### config.mk
export PLATFORM = sky130hd
export DESIGN_NAME = dram_port_arbiter
export DESIGN_NICKNAME = d
export VERILOG_FILES = /design/src/rtl/dram_port_arbiter.sv
export SDC_FILE = /design/constraint.sdc
export NUM_CORES = 1
export LEC_CHECK = 0
export ABC_CLOCK_PERIOD_IN_PS = 1600
export CAP_MARGIN = 20
export CELL_PAD_IN_SITES_DETAIL_PLACEMENT = 0
export CELL_PAD_IN_SITES_GLOBAL_PLACEMENT = 1
export CORE_MARGIN = 2
export CORE_UTILIZATION = 43
export DETAILED_ROUTE_END_ITERATION = 7
export DONT_BUFFER_PORTS = 1
export PLACE_DENSITY = 0.81
export SYNTH_ARGS = -nofsm -noshare
export SYNTH_HDL_FRONTEND = slang
export SYNTH_SLANG_ARGS = --single-unit
export TNS_END_PERCENT = 30
### constraint.sdc
create_clock -name clk -period 1.6 [get_ports clk]
set_input_delay 0.48 -clock clk [delete_from_list [all_inputs] [get_ports clk]]
set_output_delay 0.48 -clock clk [all_outputs]
set_load 0.05 [all_outputs]
### src/rtl/dram_port_arbiter.sv
// rtl/dram_port_arbiter.sv - round-robin arbiter sharing the dram0 peek/poke port among NUM_REQ requesters
// Optional read watchdog: define DRAM_ARB_TIMEOUT_EN (limit set by TIMEOUT).
module dram_port_arbiter #(
    parameter int NUM_REQ    = 2,
    parameter int ADDR_WIDTH = 28,
    parameter int TIMEOUT    = 255
) (
    input  logic                          clk,
    input  logic                          rst,
    input  logic [NUM_REQ-1:0]            req_i,
    input  logic [NUM_REQ-1:0]            we_i,
    input  logic [NUM_REQ*ADDR_WIDTH-1:0] addr_i,
    input  logic [NUM_REQ*32-1:0]         wdata_i,
    output logic [NUM_REQ-1:0]            ack_o,
    output logic [31:0]                   rdata_o,
    output logic                          err_o,
    output logic                          busy_o,
    output logic [2:0]                    grant_o,
    output logic [ADDR_WIDTH-1:0]         dram0_addr_o,
    output logic [31:0]                   dram0_data_o,
    output logic                          dram0_we_o,
    output logic                          dram0_pop_o,
    input  logic [31:0]                   dram0_data_i,
    input  logic                          dram0_ack_i
);

    if (NUM_REQ < 1 || NUM_REQ > 8 || TIMEOUT < 1 || TIMEOUT > 65535) begin : g_bad_param
        $error("dram_port_arbiter: parameter out of range");
    end

    typedef enum logic [1:0] {
        ST_IDLE,
        ST_ISSUE,
        ST_WAIT_ACK,
        ST_DONE
    } state_t;

    state_t                  state;
    logic [2:0]              rr_ptr;
    logic                    lat_we;
    logic                    pick_valid;
    logic [2:0]              pick_idx;
    logic                    pick_we;
    logic [ADDR_WIDTH-1:0]   pick_addr;
    logic [31:0]             pick_wdata;
    logic [NUM_REQ-1:0]      grant_onehot;

`ifdef DRAM_ARB_TIMEOUT_EN
    localparam logic [15:0] WD_LIMIT = 16'(TIMEOUT - 1);
    logic [15:0] wd_cnt;
`endif

    // Two passes give the rr_ptr-upward search with wrap: first rr_ptr..N-1, then 0..rr_ptr-1.
    always_comb begin
        pick_valid = 1'b0;
        pick_idx   = '0;
        pick_we    = 1'b0;
        pick_addr  = '0;
        pick_wdata = '0;
        for (int j = 0; j < NUM_REQ; j++) begin
            if (!pick_valid && req_i[j] && j >= int'(rr_ptr)) begin
                pick_valid = 1'b1;
                pick_idx   = 3'(j);
                pick_we    = we_i[j];
                pick_addr  = addr_i[j*ADDR_WIDTH +: ADDR_WIDTH];
                pick_wdata = wdata_i[j*32 +: 32];
            end
        end
        for (int j = 0; j < NUM_REQ; j++) begin
            if (!pick_valid && req_i[j] && j < int'(rr_ptr)) begin
                pick_valid = 1'b1;
                pick_idx   = 3'(j);
                pick_we    = we_i[j];
                pick_addr  = addr_i[j*ADDR_WIDTH +: ADDR_WIDTH];
                pick_wdata = wdata_i[j*32 +: 32];
            end
        end
    end

    always_comb begin
        grant_onehot = '0;
        for (int j = 0; j < NUM_REQ; j++) begin
            if (int'(grant_o) == j) grant_onehot[j] = 1'b1;
        end
    end

    assign busy_o      = (state != ST_IDLE);
    assign dram0_we_o  = (state == ST_ISSUE) && lat_we;
    assign dram0_pop_o = (state == ST_ISSUE) && !lat_we;

`ifndef DRAM_ARB_TIMEOUT_EN
    assign err_o = 1'b0;
`endif

    // ack_o (and err_o) default low and are loaded on entry to ST_DONE, so they pulse for exactly that cycle.
    always_ff @(posedge clk) begin
        if (rst) begin
            state        <= ST_IDLE;
            rr_ptr       <= '0;
            grant_o      <= '0;
            ack_o        <= '0;
            rdata_o      <= '0;
            dram0_addr_o <= '0;
            dram0_data_o <= '0;
            lat_we       <= 1'b0;
`ifdef DRAM_ARB_TIMEOUT_EN
            err_o        <= 1'b0;
            wd_cnt       <= '0;
`endif
        end else begin
            ack_o <= '0;
`ifdef DRAM_ARB_TIMEOUT_EN
            err_o <= 1'b0;
`endif
            case (state)
                ST_IDLE: begin
                    if (pick_valid) begin
                        grant_o      <= pick_idx;
                        dram0_addr_o <= pick_addr;
                        dram0_data_o <= pick_wdata;
                        lat_we       <= pick_we;
                        state        <= ST_ISSUE;
                    end
                end
                ST_ISSUE: begin
`ifdef DRAM_ARB_TIMEOUT_EN
                    wd_cnt <= '0;
`endif
                    if (lat_we) begin
                        ack_o <= grant_onehot;
                        state <= ST_DONE;
                    end else begin
                        state <= ST_WAIT_ACK;
                    end
                end
                ST_WAIT_ACK: begin
                    if (dram0_ack_i) begin
                        rdata_o <= dram0_data_i;
                        ack_o   <= grant_onehot;
                        state   <= ST_DONE;
                    end
`ifdef DRAM_ARB_TIMEOUT_EN
                    else if (wd_cnt == WD_LIMIT) begin
                        rdata_o <= 32'hdeadbeef;
                        err_o   <= 1'b1;
                        ack_o   <= grant_onehot;
                        state   <= ST_DONE;
                    end else begin
                        wd_cnt <= wd_cnt + 16'd1;
                    end
`endif
                end
                ST_DONE: begin
                    rr_ptr <= (int'(grant_o) == NUM_REQ - 1) ? 3'd0 : grant_o + 3'd1;
                    state  <= ST_IDLE;
                end
                default: state <= ST_IDLE;
            endcase
        end
    end

endmodule

-- Yosys cells after proc, flatten, opt, wreduce, memory -nomap -nowiden
Index checks and enable logic that the tools add are counted.
- add/sub/neg operators: 1
- $lt $le $gt $ge: 4
- equal/unequal tests: 6
- multiplexer cells: 29
- reductions and logical operators: 19
- operator list (kind ; count):
    $mux W32 ; 4
    $mux W28 ; 4
    $mux W1 ; 12
    $logic_and A1 B1 Y1 ; 9
    $mux W3 ; 3
    $mux W2 ; 4
    $pmux W2 S4 ; 1
    $ge A1 B3 Y1 const A ; 2
    $lt A1 B3 Y1 const A ; 2
    $reduce_and A2 Y1 ; 3
    $eq A2 B2 Y1 const B ; 2
    $logic_not A1 Y1 ; 4
    $ne A2 B2 Y1 const B ; 2
    $pmux W2 S2 ; 1
    $add A3 B1 Y3 const B ; 1
    $eq A3 B2 Y1 const B ; 1
    $logic_not A3 Y1 ; 1
    $eq A2 B1 Y1 const B ; 1
    $logic_not A2 Y1 ; 1
    $reduce_bool A2 Y1 ; 1
- bits in registers: 103
- input bits: 159
- output and inout bits: 101
- logic and storage cells: 67

-- Logic depth before layout (Yosys ltp)
- word-level depth: 17
- mapped depth: 8
- depth with buffers taken out: 5

-- Worst setup path before layout
Ideal clock, no wire load.
- path kind: register -> output
- start: reg state[1]
- end: out dram0_pop_o
- data arrival time: 1.268 ns
- data required time: 1.120 ns
- slack: -0.148 ns
- stages on the path, launching flop included: 4
- path buffers: 0
- cell sequence: dfxtp_1 inv_1 ha_1 nor2b_1
- word-level cells in the longest chain between the ends: 2
- RTL lines (item ; RTL line ; text):
    from (decl) ; 38 ; state_t state;
    from (signal assigned) ; 98 ; state <= ST_IDLE;
    from (signal assigned) ; 122 ; state <= ST_ISSUE;
    from (signal assigned) ; 131 ; state <= ST_DONE;
    $eq A2 B1 Y1 ; 89 ; assign dram0_pop_o = (state == ST_ISSUE) && !lat_we;
    $logic_and A1 B1 Y1 ; 89 ;
    to (decl) ; 22 ; output logic dram0_pop_o,
No other way between the ends.

-- Final worst setup path
Same ends and word-level chain as after synthesis.

==> results <==
[layout by cell type (no fill, tap or decap)]
master / n
nor3_1: 100
dfxtp_1: 96
nand2_1: 68
o32ai_1: 61
a21oi_1: 34
buf_4: 13
inv_1: 12
a32oi_1: 11
clkbuf_8: 9
buf_12: 8
nand2b_1: 4
inv_2: 3
conb_1: 3
clkinv_4: 3
nand2_2: 2
nor2b_4: 2
a211oi_1: 2
ha_4: 2
ha_1: 2
inv_6: 2
dfxtp_2: 2
inv_4: 1
o21a_2: 1
a21boi_0: 1
or3b_4: 1
o211ai_1: 1
a41o_1: 1
and2_1: 1
mux2i_1: 1
nor2_1: 1
nand3_1: 1
and2_2: 1
a211o_1: 1
o21ai_2: 1
inv_8: 1
clkinv_2: 1
buf_6: 1
dfxtp_4: 1
[final cells by class]
| cell class | instances | share of cell area [%] |
|---|---|---|
| inverters | 16 | 1.40 |
| well taps | 129 | 3.60 |
| clock buffers | 9 | 2.76 |
| repair buffers | 22 | 6.00 |
| flip-flops and latches | 99 | 44.3 |
| clock inverters | 7 | 1.34 |
| multi-input cells | 303 | 40.6 |
[layer usage]
layer	wire, µm	up-vias	track usage (%)
li1	-	1679	-
met1	4490	1679	23.5
met2	5880	189	35.4
met3	1120	13	7.38
met4	127	0	6.03
met5	0	-	0
[final timing paths]
kind,from,end,slack [ps],depth (start not counted)
worst max-delay path,state[1]$_SDFFE_PP0P_,dram0_pop_o,-90,4
worst min-delay path,rst,dram0_data_o[20]$_SDFFE_PP0P_,190,1
worst max register to register,state[0]$_SDFFE_PP0P_,state[1]$_SDFFE_PP0P_,130,5
worst min register to register,state[0]$_SDFFE_PP0P_,state[0]$_SDFFE_PP0P_,560,2
[synthesized netlist by cell type (4+ instances only)]
cell and number:
nor3_1 100, dfxtp_1 99, nand2_1 70, o32ai_1 61, a21oi_1 34, clkbuf_1 20, buf_2 19, inv_1 16
a32oi_1 11, buf_6 7, buf_1 6, buf_4 4, ha_1 4, nand2b_1 4
[worst max-delay path, cell delays in order, from the launching register on]
cell	delay, ps
dfxtp_2	350
inv_4	80
ha_4	130
nor2b_4	150
buf_12	140
[logic make-up after synthesis]
logic type,after synthesis,share of synthesized area [%]
AO/OA/AOI/OAI,114,21.1
flip-flops,99,48.3
AND/OR/NAND/NOR,181,20.3
adder cells (fa/ha/maj),4,1.22
other,1,0.0913
multiplexers,1,0.244
buffers and inverters,72,8.81
[state kept, by name, summed over array words and instances (netlist names)]
register and cells:
rdata_o 32, lat_we 1, state 2, ack_o 2, dram0_addr_o 28, rr_ptr 1, dram0_data_o 32, grant_o 1
[stage by stage]
| step | instances | cell area, µm² | hold slack, ps | power [W] |
|---|---|---|---|---|
| floorplan | 474 | 4120 | 506 | 0.00762 |
| global placement | 566 | 4230 | 531 | 0.00838 |
| detailed placement | 566 | 4230 | 545 | 0.00847 |
| CTS | 584 | 4470 | 166 | 0.0101 |
| global route | 585 | 4480 | 145 | 0.0106 |
| finish | 585 | 4480 | 191 | 0.0101 |
[power by group through the flow]
stage / Sequential (W) / Combinational (W) / Clock [W]
global placement: 0.00555 / 0.00283 / 0
global route: 0.00558 / 0.00335 / 0.00168
floorplan: 0.00544 / 0.00218 / 0
CTS: 0.00553 / 0.00304 / 0.00158
detailed placement: 0.00556 / 0.00292 / 0
finish: 0.00553 / 0.00307 / 0.00153
[what timing repair did]
action,CTS,global route
hold buffers,0,0
gates resized for setup,14,2
buffers inserted,2,1
hold endpoints to repair,0,0
endpoints found under the setup margin,4,6
gates cloned,0,0
==> summary.md <==
| Metric | Value |
|---|---|
| Vias per cell | 6.09 |
| Post-route ant nets | 0 |
| Asr flop ratio synth | 0% |
| Area contributors post-synth | dfxtp_1 (48%), o32ai_1 (13%), nor3_1 (12%), nand2_1 (6.4%), a21oi_1 (4.1%) |
| Syn Area/Cell | 8.70 µm² |
| Worst vdd ir | 1000 µV |
| PwrDens | 2260 nW/µm² |
| Critical Path End Type | output port |
| Ys flop type | dfxtp_1 |
| Startpoint types | flop |
| Area occupied by multi-input gates | 1820 µm² |
| DRT Wirelength | 11600 µm |
| Worst skew pair latency | 360 ps |
| Post-synth EDFFs | 0 |
| Clock Power Share | 15.1% |
| Warnings from Yosys | 0 |
| Leak | 1.48 nW |
| Max Cap Violations | 0 |
| Largest net degree at the start of global routing | 100 |
| Clk sinks | 99 |
| Crit path DAT | 1210 ps |
| Max Clk Rate | 0.592 GHz |
| Die X | 102 µm |
| Minimum clock period | 1690 ps |
| Die area | 10300 µm² |
| First-pass GRT wire length | 16700 µm |
| Die Span Y | 102 µm |
| Part of the power in registers | 54.6% |
| Grt total ovfl | 0 |
| WL/cell | 19.9 µm |
| Seq cells post-synth | 99 |
| Max-slew headroom | 62.6% |
| DRT Pass-1 Iters | 4 |
| Clock tree buffer depth | 2 |
| Violated checks | setup timing |
| CTS tree | built |
| Worst-Margin Slew | 560 ps |
| Cells after Synth | 472 |
| Count of final setup violators | 3 |
| Combinational share of power | 30.3% |
| Worst slack, placed | 17.7 ps |
| Initial antenna violation count | 0 |
| Worst Hold Class | input port to flop |
| Drt drc | 0 |
| Filler Cell Count | 887 |
| Worst-path fanout max | 3 |
| Starting DRC count in detailed routing | 171 |
| Vias in the first global route | 3321 |
| Layout cell share with drive strength beyond 1 | 12.1% |
| I/O pin cnt | 260 |
| P_int | 0.00501 W |
| Synth cell types | 28 |
| RSZ-0062 raised after global routing | yes |
| Port Buffer Count | 0 |
| Nets | 614 |
| Sequential Area | 1990 µm² |
| RePlAce Congestion | 0.806 |
| Setup TNS | -235 ps |
| Final hold viol count | 0 |
| Sw frac | 50.5% |
| Clk_skew | 10.8 ps |
| Hpwl dp | 7710 µm |
| Net Switching | 0.00512 W |
| Final worst slack | -90.6 ps |
| Worst-path clk slew | 110 ps |
| Rows | 35 |
| Synth top area share | 48.3% |
| CTS H-tree lvls | 3 |
| Max Slew Vio Count | 0 |
| Root buf cell | clkbuf_8 |
| Starting Density | 44.4% |
| Final worst path period share | 106% |
| Antenna diodes | 0 |
| Core box area | 9240 µm² |
| Crit path kind | flop to output port |
| Finished Core Util | 48.5% |
| Cts bufs inserted | 9 |
| Via count | 3560 |
| Sequential-to-total area share from yosys stat | 48.3% |
| Required time of the critical path | 1120 ps |
| Status | complete, but fails checks |
| All-layer global routing usage | 20.4% |
| Synth area leader | dfxtp_1 |
| Synth Cell Area | 4110 µm² |
| Area grow syn2layout | 9.17% |
No activity file was read; power rests on OpenSTA's default activity.
